<file path="config.mk">
export PLATFORM = sky130hd
export DESIGN_NAME = mem_stage_ctrl
export DESIGN_NICKNAME = d
export VERILOG_FILES = /design/src/rtl/mem_stage_pkg.sv /design/src/rtl/mem_wb_reg.sv /design/src/rtl/mem_stage_ctrl.sv
export SDC_FILE = /design/constraint.sdc
export NUM_CORES = 1
export LEC_CHECK = 0
export ABC_CLOCK_PERIOD_IN_PS = 3550
export CORE_MARGIN = 1
export CORE_UTILIZATION = 45
export DETAILED_ROUTE_END_ITERATION = 10
export GPL_ROUTABILITY_DRIVEN = 0
export HOLD_SLACK_MARGIN = 0.08
export PLACE_DENSITY_LB_ADDON = 0.12
export SLEW_MARGIN = 20
export SYNTH_ARGS = -nofsm -noshare
export SYNTH_HDL_FRONTEND = slang
export SYNTH_HIERARCHICAL = 1
export SYNTH_SLANG_ARGS = --single-unit
</file>
<file path="constraint.sdc">
create_clock -name clk -period 3.55 [get_ports clk]
set_clock_uncertainty 0.15 [all_clocks]
set_input_delay 0.5325 -clock clk [delete_from_list [all_inputs] [get_ports clk]]
set_output_delay 0.5325 -clock clk [all_outputs]
set_load 0.005 [all_outputs]
</file>
<file path="src/rtl/mem_stage_pkg.sv">
// Shared types and widths for the MEM pipeline stage controller.
package mem_stage_pkg;
  localparam int DATA_W = 32;
  localparam int ADDR_W = 32;
  localparam int DEST_W = 5;
  localparam int CNT_W  = 8;
  localparam logic [DATA_W-1:0] ERR_DATA_DEFAULT = 32'hDEADBEEF;

  typedef enum logic {
    S_IDLE   = 1'b0,
    S_ACCESS = 1'b1
  } state_t;
endpackage

</file>
<file path="src/rtl/mem_wb_reg.sv">
// MEM/WB pipeline register: bubble clears the control bits, load captures a new instruction.
module mem_wb_reg
  import mem_stage_pkg::*;
(
  input  logic              clk,
  input  logic              rst,
  input  logic              load,
  input  logic              bubble,
  input  logic              load_data,
  input  logic              wb_en_in,
  input  logic              mem_r_en_in,
  input  logic [ADDR_W-1:0] pc_in,
  input  logic [DATA_W-1:0] alu_result_in,
  input  logic [DATA_W-1:0] data_in,
  input  logic [DEST_W-1:0] dest_in,
  output logic              wb_en,
  output logic              mem_r_en,
  output logic [ADDR_W-1:0] pc,
  output logic [DATA_W-1:0] alu_result,
  output logic [DATA_W-1:0] mem_data,
  output logic [DEST_W-1:0] dest
);

  always_ff @(posedge clk or negedge rst) begin
    if (!rst) begin
      wb_en      <= 1'b0;
      mem_r_en   <= 1'b0;
      pc         <= '0;
      alu_result <= '0;
      mem_data   <= '0;
      dest       <= '0;
    end else if (bubble) begin
      wb_en    <= 1'b0;
      mem_r_en <= 1'b0;
    end else if (load) begin
      wb_en      <= wb_en_in;
      mem_r_en   <= mem_r_en_in;
      pc         <= pc_in;
      alu_result <= alu_result_in;
      dest       <= dest_in;
      if (load_data) mem_data <= data_in;
    end
  end

endmodule

</file>
<file path="src/rtl/mem_stage_ctrl.sv">
// MEM stage controller: issues one memory access at a time and stalls the pipe until it completes.
// state  | meaning
// IDLE   | no access outstanding; a pending load/store is launched this cycle
// ACCESS | mem_req held high, waiting for mem_ready or the wait timeout
module mem_stage_ctrl
  import mem_stage_pkg::*;
#(
  parameter int                TIMEOUT  = 255,
  parameter logic [DATA_W-1:0] ERR_DATA = ERR_DATA_DEFAULT
) (
  input  logic              clk,
  input  logic              rst,
  input  logic              wb_en_in,
  input  logic              mem_r_en_in,
  input  logic              mem_w_en_in,
  input  logic [ADDR_W-1:0] pc_in,
  input  logic [DATA_W-1:0] alu_result_in,
  input  logic [DATA_W-1:0] st_val_in,
  input  logic [DEST_W-1:0] dest_in,
  output logic              freeze,
  output logic              mem_req,
  output logic              mem_we,
  output logic [ADDR_W-1:0] mem_addr,
  output logic [DATA_W-1:0] mem_wdata,
  input  logic              mem_ready,
  input  logic [DATA_W-1:0] mem_rdata,
  output logic              wb_en,
  output logic              mem_r_en,
  output logic [ADDR_W-1:0] pc,
  output logic [DATA_W-1:0] alu_result,
  output logic [DATA_W-1:0] mem_data,
  output logic [DEST_W-1:0] dest,
  output logic              mem_err
);

  state_t             state, state_nxt;
  logic [CNT_W-1:0]   wait_cnt;
  logic               pending, timeout, done, launch;
  logic [DATA_W-1:0]  rd_data;

  always_comb begin
    pending   = mem_r_en_in | mem_w_en_in;
    // A real ready always beats a coincident timeout.
    timeout   = (state == S_ACCESS) && !mem_ready && (wait_cnt == CNT_W'(TIMEOUT));
    done      = (state == S_ACCESS) && (mem_ready || timeout);
    launch    = (state == S_IDLE) && pending;
    rd_data   = mem_ready ? mem_rdata : ERR_DATA;
    freeze    = 1'b0;
    state_nxt = state;
    case (state)
      S_IDLE: begin
        freeze = pending;
        if (pending) state_nxt = S_ACCESS;
      end
      S_ACCESS: begin
        freeze = !done;
        if (done) state_nxt = S_IDLE;
      end
      default: state_nxt = S_IDLE;
    endcase
  end

  always_ff @(posedge clk or negedge rst) begin
    if (!rst) state <= S_IDLE;
    else      state <= state_nxt;
  end

  always_ff @(posedge clk or negedge rst) begin
    if (!rst) begin
      wait_cnt  <= '0;
      mem_req   <= 1'b0;
      mem_we    <= 1'b0;
      mem_addr  <= '0;
      mem_wdata <= '0;
      mem_err   <= 1'b0;
    end else if (launch) begin
      wait_cnt  <= '0;
      mem_req   <= 1'b1;
      mem_we    <= mem_w_en_in & ~mem_r_en_in;
      mem_addr  <= alu_result_in;
      mem_wdata <= st_val_in;
    end else if (done) begin
      mem_req <= 1'b0;
      if (timeout) mem_err <= 1'b1;
    end else if (state == S_ACCESS) begin
      wait_cnt <= wait_cnt + CNT_W'(1);
    end
  end

  mem_wb_reg u_mem_wb_reg (
    .clk          (clk),
    .rst          (rst),
    .load         (!freeze),
    .bubble       (freeze),
    .load_data    (done && !mem_we),
    .wb_en_in     (wb_en_in),
    .mem_r_en_in  (mem_r_en_in),
    .pc_in        (pc_in),
    .alu_result_in(alu_result_in),
    .data_in      (rd_data),
    .dest_in      (dest_in),
    .wb_en        (wb_en),
    .mem_r_en     (mem_r_en),
    .pc           (pc),
    .alu_result   (alu_result),
    .mem_data     (mem_data),
    .dest         (dest)
  );

endmodule

</file>
# Word-level counts from Yosys, hierarchy flattened
# Cells that the tools add are included.
dict set report word_totals {
  register_bits 179
  input_bits 139
  wordCells 48
}
dict set report op_classes {
  addsub 1
  n_eq_ne 2
  muxes 12
  bitwise 6
  n_reduce_logical 14
}
# operator n
set op_table {}
lappend op_table {{$mux 32} 1}
lappend op_table {{$mux 8} 3}
lappend op_table {{$add 8x1->8 const B} 1}
lappend op_table {{$eq 8x8->1 const B} 1}
lappend op_table {{$mux 1} 6}
lappend op_table {{$logic_and 1x1->1} 5}
lappend op_table {{$not 1->1} 4}
lappend op_table {{$pmux 1 s2} 2}
lappend op_table {{$reduce_and 2->1} 2}
lappend op_table {{$reduce_bool 2->1} 2}
lappend op_table {{$logic_not 1->1} 3}
lappend op_table {{$reduce_and 3->1} 1}
lappend op_table {{$ne 2x1->1 const B} 1}
lappend op_table {{$and 1x1->1} 1}
lappend op_table {{$logic_or 1x1->1} 1}
lappend op_table {{$or 1x1->1} 1}

# Depth between registers and ports, before layout
dict set report logic_depth {
  depth_word 9
  depth_mapped 10
}

# Hierarchy
# Netlist, hierarchy kept.
# mod instances cells_per_inst area_each_um2 seq_area_each_um2
set by_module_without_submodules {}
lappend by_module_without_submodules {mem_wb_reg 1 221 3903.7 2577.5}
lappend by_module_without_submodules {mem_stage_ctrl 1 362 3206.8 1901.8}

# Worst setup path after synthesis
# Ideal clock, no wire load.
dict set report synth_path {
  path_type {flip-flop to flip-flop}
  startpoint {register wait_cnt[0]}
  endpoint {register u_mem_wb_reg.pc[14]}
  setup_time_ns 0.125
  arrival_time_ns 2.159
  setup_slack_ns 1.116
  stages_incl_launch_ff 11
  period_less_slack_ns 2.434
  path_cell_list {dfrtp_1 -> ha_1 -> nand3_1 -> o21ai_4 -> and2_1 -> inv_1 -> nor2b_4 -> buf_6 -> buf_6 -> buf_12 -> mux2_4}
}
dict set report synth_via {
  elab_chain_len 6
}
# item line_no
set synth_lines {}
lappend synth_lines {{from (decl)} mem_stage_ctrl.sv:37} ;# logic [CNT_W-1:0] wait_cnt;
lappend synth_lines {{from (signal assigned)} mem_stage_ctrl.sv:86} ;# wait_cnt <= wait_cnt + CNT_W'(1);
lappend synth_lines {{$eq 8x8->1} mem_stage_ctrl.sv:44} ;# timeout = (state == S_ACCESS) && !mem_ready && (wait_cnt == CNT_W'(TIMEOUT));
lappend synth_lines {{$logic_and 1x1->1} mem_stage_ctrl.sv:44}
lappend synth_lines {{$logic_or 1x1->1} mem_stage_ctrl.sv:45} ;# done = (state == S_ACCESS) && (mem_ready || timeout);
lappend synth_lines {{$logic_and 1x1->1} mem_stage_ctrl.sv:45}
lappend synth_lines {{$logic_not 1->1} mem_stage_ctrl.sv:56} ;# freeze = !done;
lappend synth_lines {{$pmux 1 s2} mem_stage_ctrl.sv:50} ;# case (state)
lappend synth_lines {{net freeze} mem_stage_ctrl.sv:20} ;# output logic freeze,
lappend synth_lines {{to (signal assigned)} mem_wb_reg.sv:38} ;# pc <= pc_in;
lappend synth_lines {{to (decl)} mem_wb_reg.sv:18} ;# output logic [ADDR_W-1:0] pc,
# The timed path passes the listed nets, and every way through them passes these cells.
# A chain may end at the register's enable or synchronous reset.

# Worst setup path in the final report
dict set report layout_path {
  startpoint {register wait_cnt[0]}
  endpoint {output port freeze}
}
dict set report layout_via {
  elab_chain_len 6
}
# item line_no
set layout_lines {}
lappend layout_lines {{$eq 8x8->1} mem_stage_ctrl.sv:44}
lappend layout_lines {{$logic_and 1x1->1} mem_stage_ctrl.sv:44}
lappend layout_lines {{$logic_or 1x1->1} mem_stage_ctrl.sv:45}
lappend layout_lines {{$logic_and 1x1->1} mem_stage_ctrl.sv:45}
lappend layout_lines {{$logic_not 1->1} mem_stage_ctrl.sv:56}
lappend layout_lines {{$pmux 1 s2} mem_stage_ctrl.sv:50}
lappend layout_lines {{to (decl)} mem_stage_ctrl.sv:20}
# No other way between the ends.

==> impl_metrics.csv <==
group,metric,value,unit
floorplanning,start_util,46.4,%
clocking,cts_tree,"yes",
route,drt_wl_total,19.0,mm
critical_path,cp-end-kind,"output port",
placement,pre_cts_slack,422,ps
floorplanning,ioPinCount,310,
floorplanning,core_area,0.0153,mm²
floorplanning,fp-row-count,45,
route,m1WireLength,7.47,mm
synthesis,synth_area_per_cell,12.2,µm²
clocking,cts_resized,0,
cells_and_area,syn_to_final_growth,54.5,%
timing,worst_slew_pin_slew,798,ps
job,max_cap_viol_count,0,
synthesis,synthesis.nets,723,
synthesis,synth_warnings,6,
timing,grt_setup_unrepaired,"false",
cells_and_area,fillCellCount,1112,
route,drt_iter0_drc,287,
cells_and_area,antenna_cells,0,
placement,numPortBuffers,309,
global_routing,grt_start_max_net_pins,83,
clocking,cts_buffers,17,
run_status,outcome,"finished clean",
route,antenna_left,0,
floorplanning,fp.dieH,128,µm
global_routing,grt_pass1_vias,5707,
timing,fmax,316,MHz
timing,drv_slew,0,
placement,hpwlAfterDp,13.5,mm
global_routing,grt-ovfl-total,0,
timing,finalCriticalPeriod,3160,ps
synthesis,synth-seq-area-share,63.0,%
clocking,hold_buffers,1,
power,p_leak,0.00489,µW
floorplanning,die_w,128,µm
synthesis,synth.ff_latch_count,179,
timing,period_share,89.1,%
synthesis,ys_types,37,
cells_and_area,final_util,71.7,%
synthesis,syn_inst,583,
clocking,htree_levels,4,
route,wire_per_inst,17.0,µm
timing,setup_violations,0,
clocking,clk_pin_slew_worst_paths,70,ps
cells_and_area,layout-drive-gt1-share,16.9,%
clocking,cts_setup_buffers,0,
timing,timing.hold.ws,309,ps
global_routing,grt.total_usage,24.1,%
global_routing,grt_pass1_wl,29.7,mm
timing,tns,0,ps
route,remaining_drc_errors,0,
cells_and_area,num-nets-final,1033,
critical_path,arrival,2480,ps
route,detailroute.wirelength.met2,9.13,mm
placement,place_area,0.0104,mm²
route,vias_per_cell,4.81,
clocking,clock-sinks,179,
hold_path,hold_class,"reg2reg",
route,vias,5378,
synthesis,syn_area,0.00711,mm²
critical_path,crit_path_start_kind,"flip-flop",
floorplanning,design.die.area,0.0163,mm²
timing,slew_headroom,46.8,%
cells_and_area,final_area,0.0110,mm²
clocking,root_buffer,"clkbuf_16",
critical_path,critPathMaxFanout,6,
global_routing,antenna_found_initial,0,
power,power_per_cell_area,782,mW/mm²
critical_path,worstSetupPathType,"reg2out",
critical_path,crit_required,2870,ps
timing,setup_ws,386,ps
clocking,clockBufferDepth,2,
route,drtPass1Iterations,4,
clocking,worstSkewPairLatency,410,ps
route,top_layer,"met4",
timing,hold_viol_final,0,
power,peakVddDrop,0.000562,V
route,wl_met3,1.93,mm
==> cells in the mapped netlist (all sizes together) <==
master / count / share of area [%]
o211ai: 4 / 0.49
nand3b: 1 / 0.11
buf: 19 / 2.0
mux2i: 3 / 0.42
inv: 3 / 0.16
or4: 1 / 0.16
nand2: 194 / 10
dfrtp: 179 / 63
nand3: 2 / 0.21
o21ai: 3 / 0.37
o21a: 1 / 0.11
and2b: 1 / 0.11
nand4: 1 / 0.18
nor2: 11 / 0.58
and3: 2 / 0.19
xor2: 3 / 0.37
nor2b: 1 / 0.19
clkbuf: 9 / 0.48
and2: 9 / 0.79
and4b: 1 / 0.14
xnor2: 1 / 0.12
ha: 1 / 0.18
o31ai: 3 / 0.32
mux2: 101 / 17
a21oi: 3 / 0.26
nand2b: 25 / 2.2
a21o: 1 / 0.11
==> registers in the layout, indices dropped and copies added, names as in the netlist <==
signal,cells
mem_addr,32
mem_err,1
mem_req,1
mem_wdata,32
mem_we,1
state,1
u_mem_wb_reg/alu_result,32
u_mem_wb_reg/dest,5
u_mem_wb_reg/mem_data,32
u_mem_wb_reg/mem_r_en,1
u_mem_wb_reg/pc,32
u_mem_wb_reg/wb_en,1
wait_cnt,8
==> metal layers <==
metal  up-vias  GRT usage [%]
li1       2509              -
met1      2608           27.4
met2       232           40.3
met3        29           10.6
met4         0           8.58
met5         -              0
==> kinds of logic (layout without fill, tap and decap cells) <==
logic type / after synthesis / after routing / synth area share [%]
and+or+nand+nor: 249 / 249 / 15.1
DFF: 179 / 179 / 63.0
muxes: 104 / 104 / 16.9
buffers and inverters: 31 / 354 / 2.64
AOI/OAI and AO/OA: 15 / 15 / 1.65
xor gates and xnor gates: 4 / 4 / 0.493
adders and majority gates: 1 / 1 / 0.176
==> area by class of cell <==
cell class                 instances  area [µm²]  share of cell area, %
inverter                           3        11.3                  0.102
sequential                       179        4480                   40.8
clock buffer                      17         425                   3.87
timing repair buffer             319        3200                   29.1
clock inverter                    15         148                   1.34
multi-input combinational        373        2460                   22.4
tap                              211         264                   2.40
==> path summary, 6_finish.rpt <==
kind                                  start  slack [ps]                  end  cells past startpoint
worst max-delay path            wait_cnt[0]         390               freeze                      6
worst min-delay path                mem_err         310              mem_err                      1
worst max register to register  wait_cnt[0]         770  u_mem_wb_reg/pc[30]                      8
worst min register to register      mem_err         310              mem_err                      1
max in group asynchronous               rst        1840        mem_wdata[29]                      3
min in group asynchronous               rst         580  u_mem_wb_reg/pc[23]                      2
==> where the power goes <==
part           total (µW)  leakage (µW)  internal, µW  switching, µW
Clock                1820      0.000267           986            829
Sequential           3380       0.00215          2900            475
Combinational        3400       0.00248          2220           1180
==> per-stage QoR <==
stage / instances / power, µW
2_1_floorplan: 583 / 4540
3_3_place_gp: 1084 / 6690
3_5_place_dp: 1084 / 6820
4_1_cts: 1117 / 8680
5_1_grt: 1117 / 9080
6_report: 1117 / 8590
==> worst max-delay path, cell delays in order (launching register included) <==
cell and delay (ps):
dfrtp_1 380, ha_1 230, nand3_1 230, o21ai_4 270
and2_1 280, inv_1 170, clkdlybuf4s50_1 500
==> layout by cell type (no fill, tap or decap), drive strengths merged, types with 4 or more instances in the layout <==
cell / netlist / layout
and2: 9 / 9
buf: 19 / 10
clkbuf: 9 / 17
clkdlybuf4s50: 0 / 308
clkinvlp: 0 / 5
dfrtp: 179 / 179
inv: 3 / 10
mux2: 101 / 101
nand2: 194 / 194
nand2b: 25 / 25
nor2: 11 / 11
o211ai: 4 / 4
Note: power is estimated with default switching activity, not from simulation.
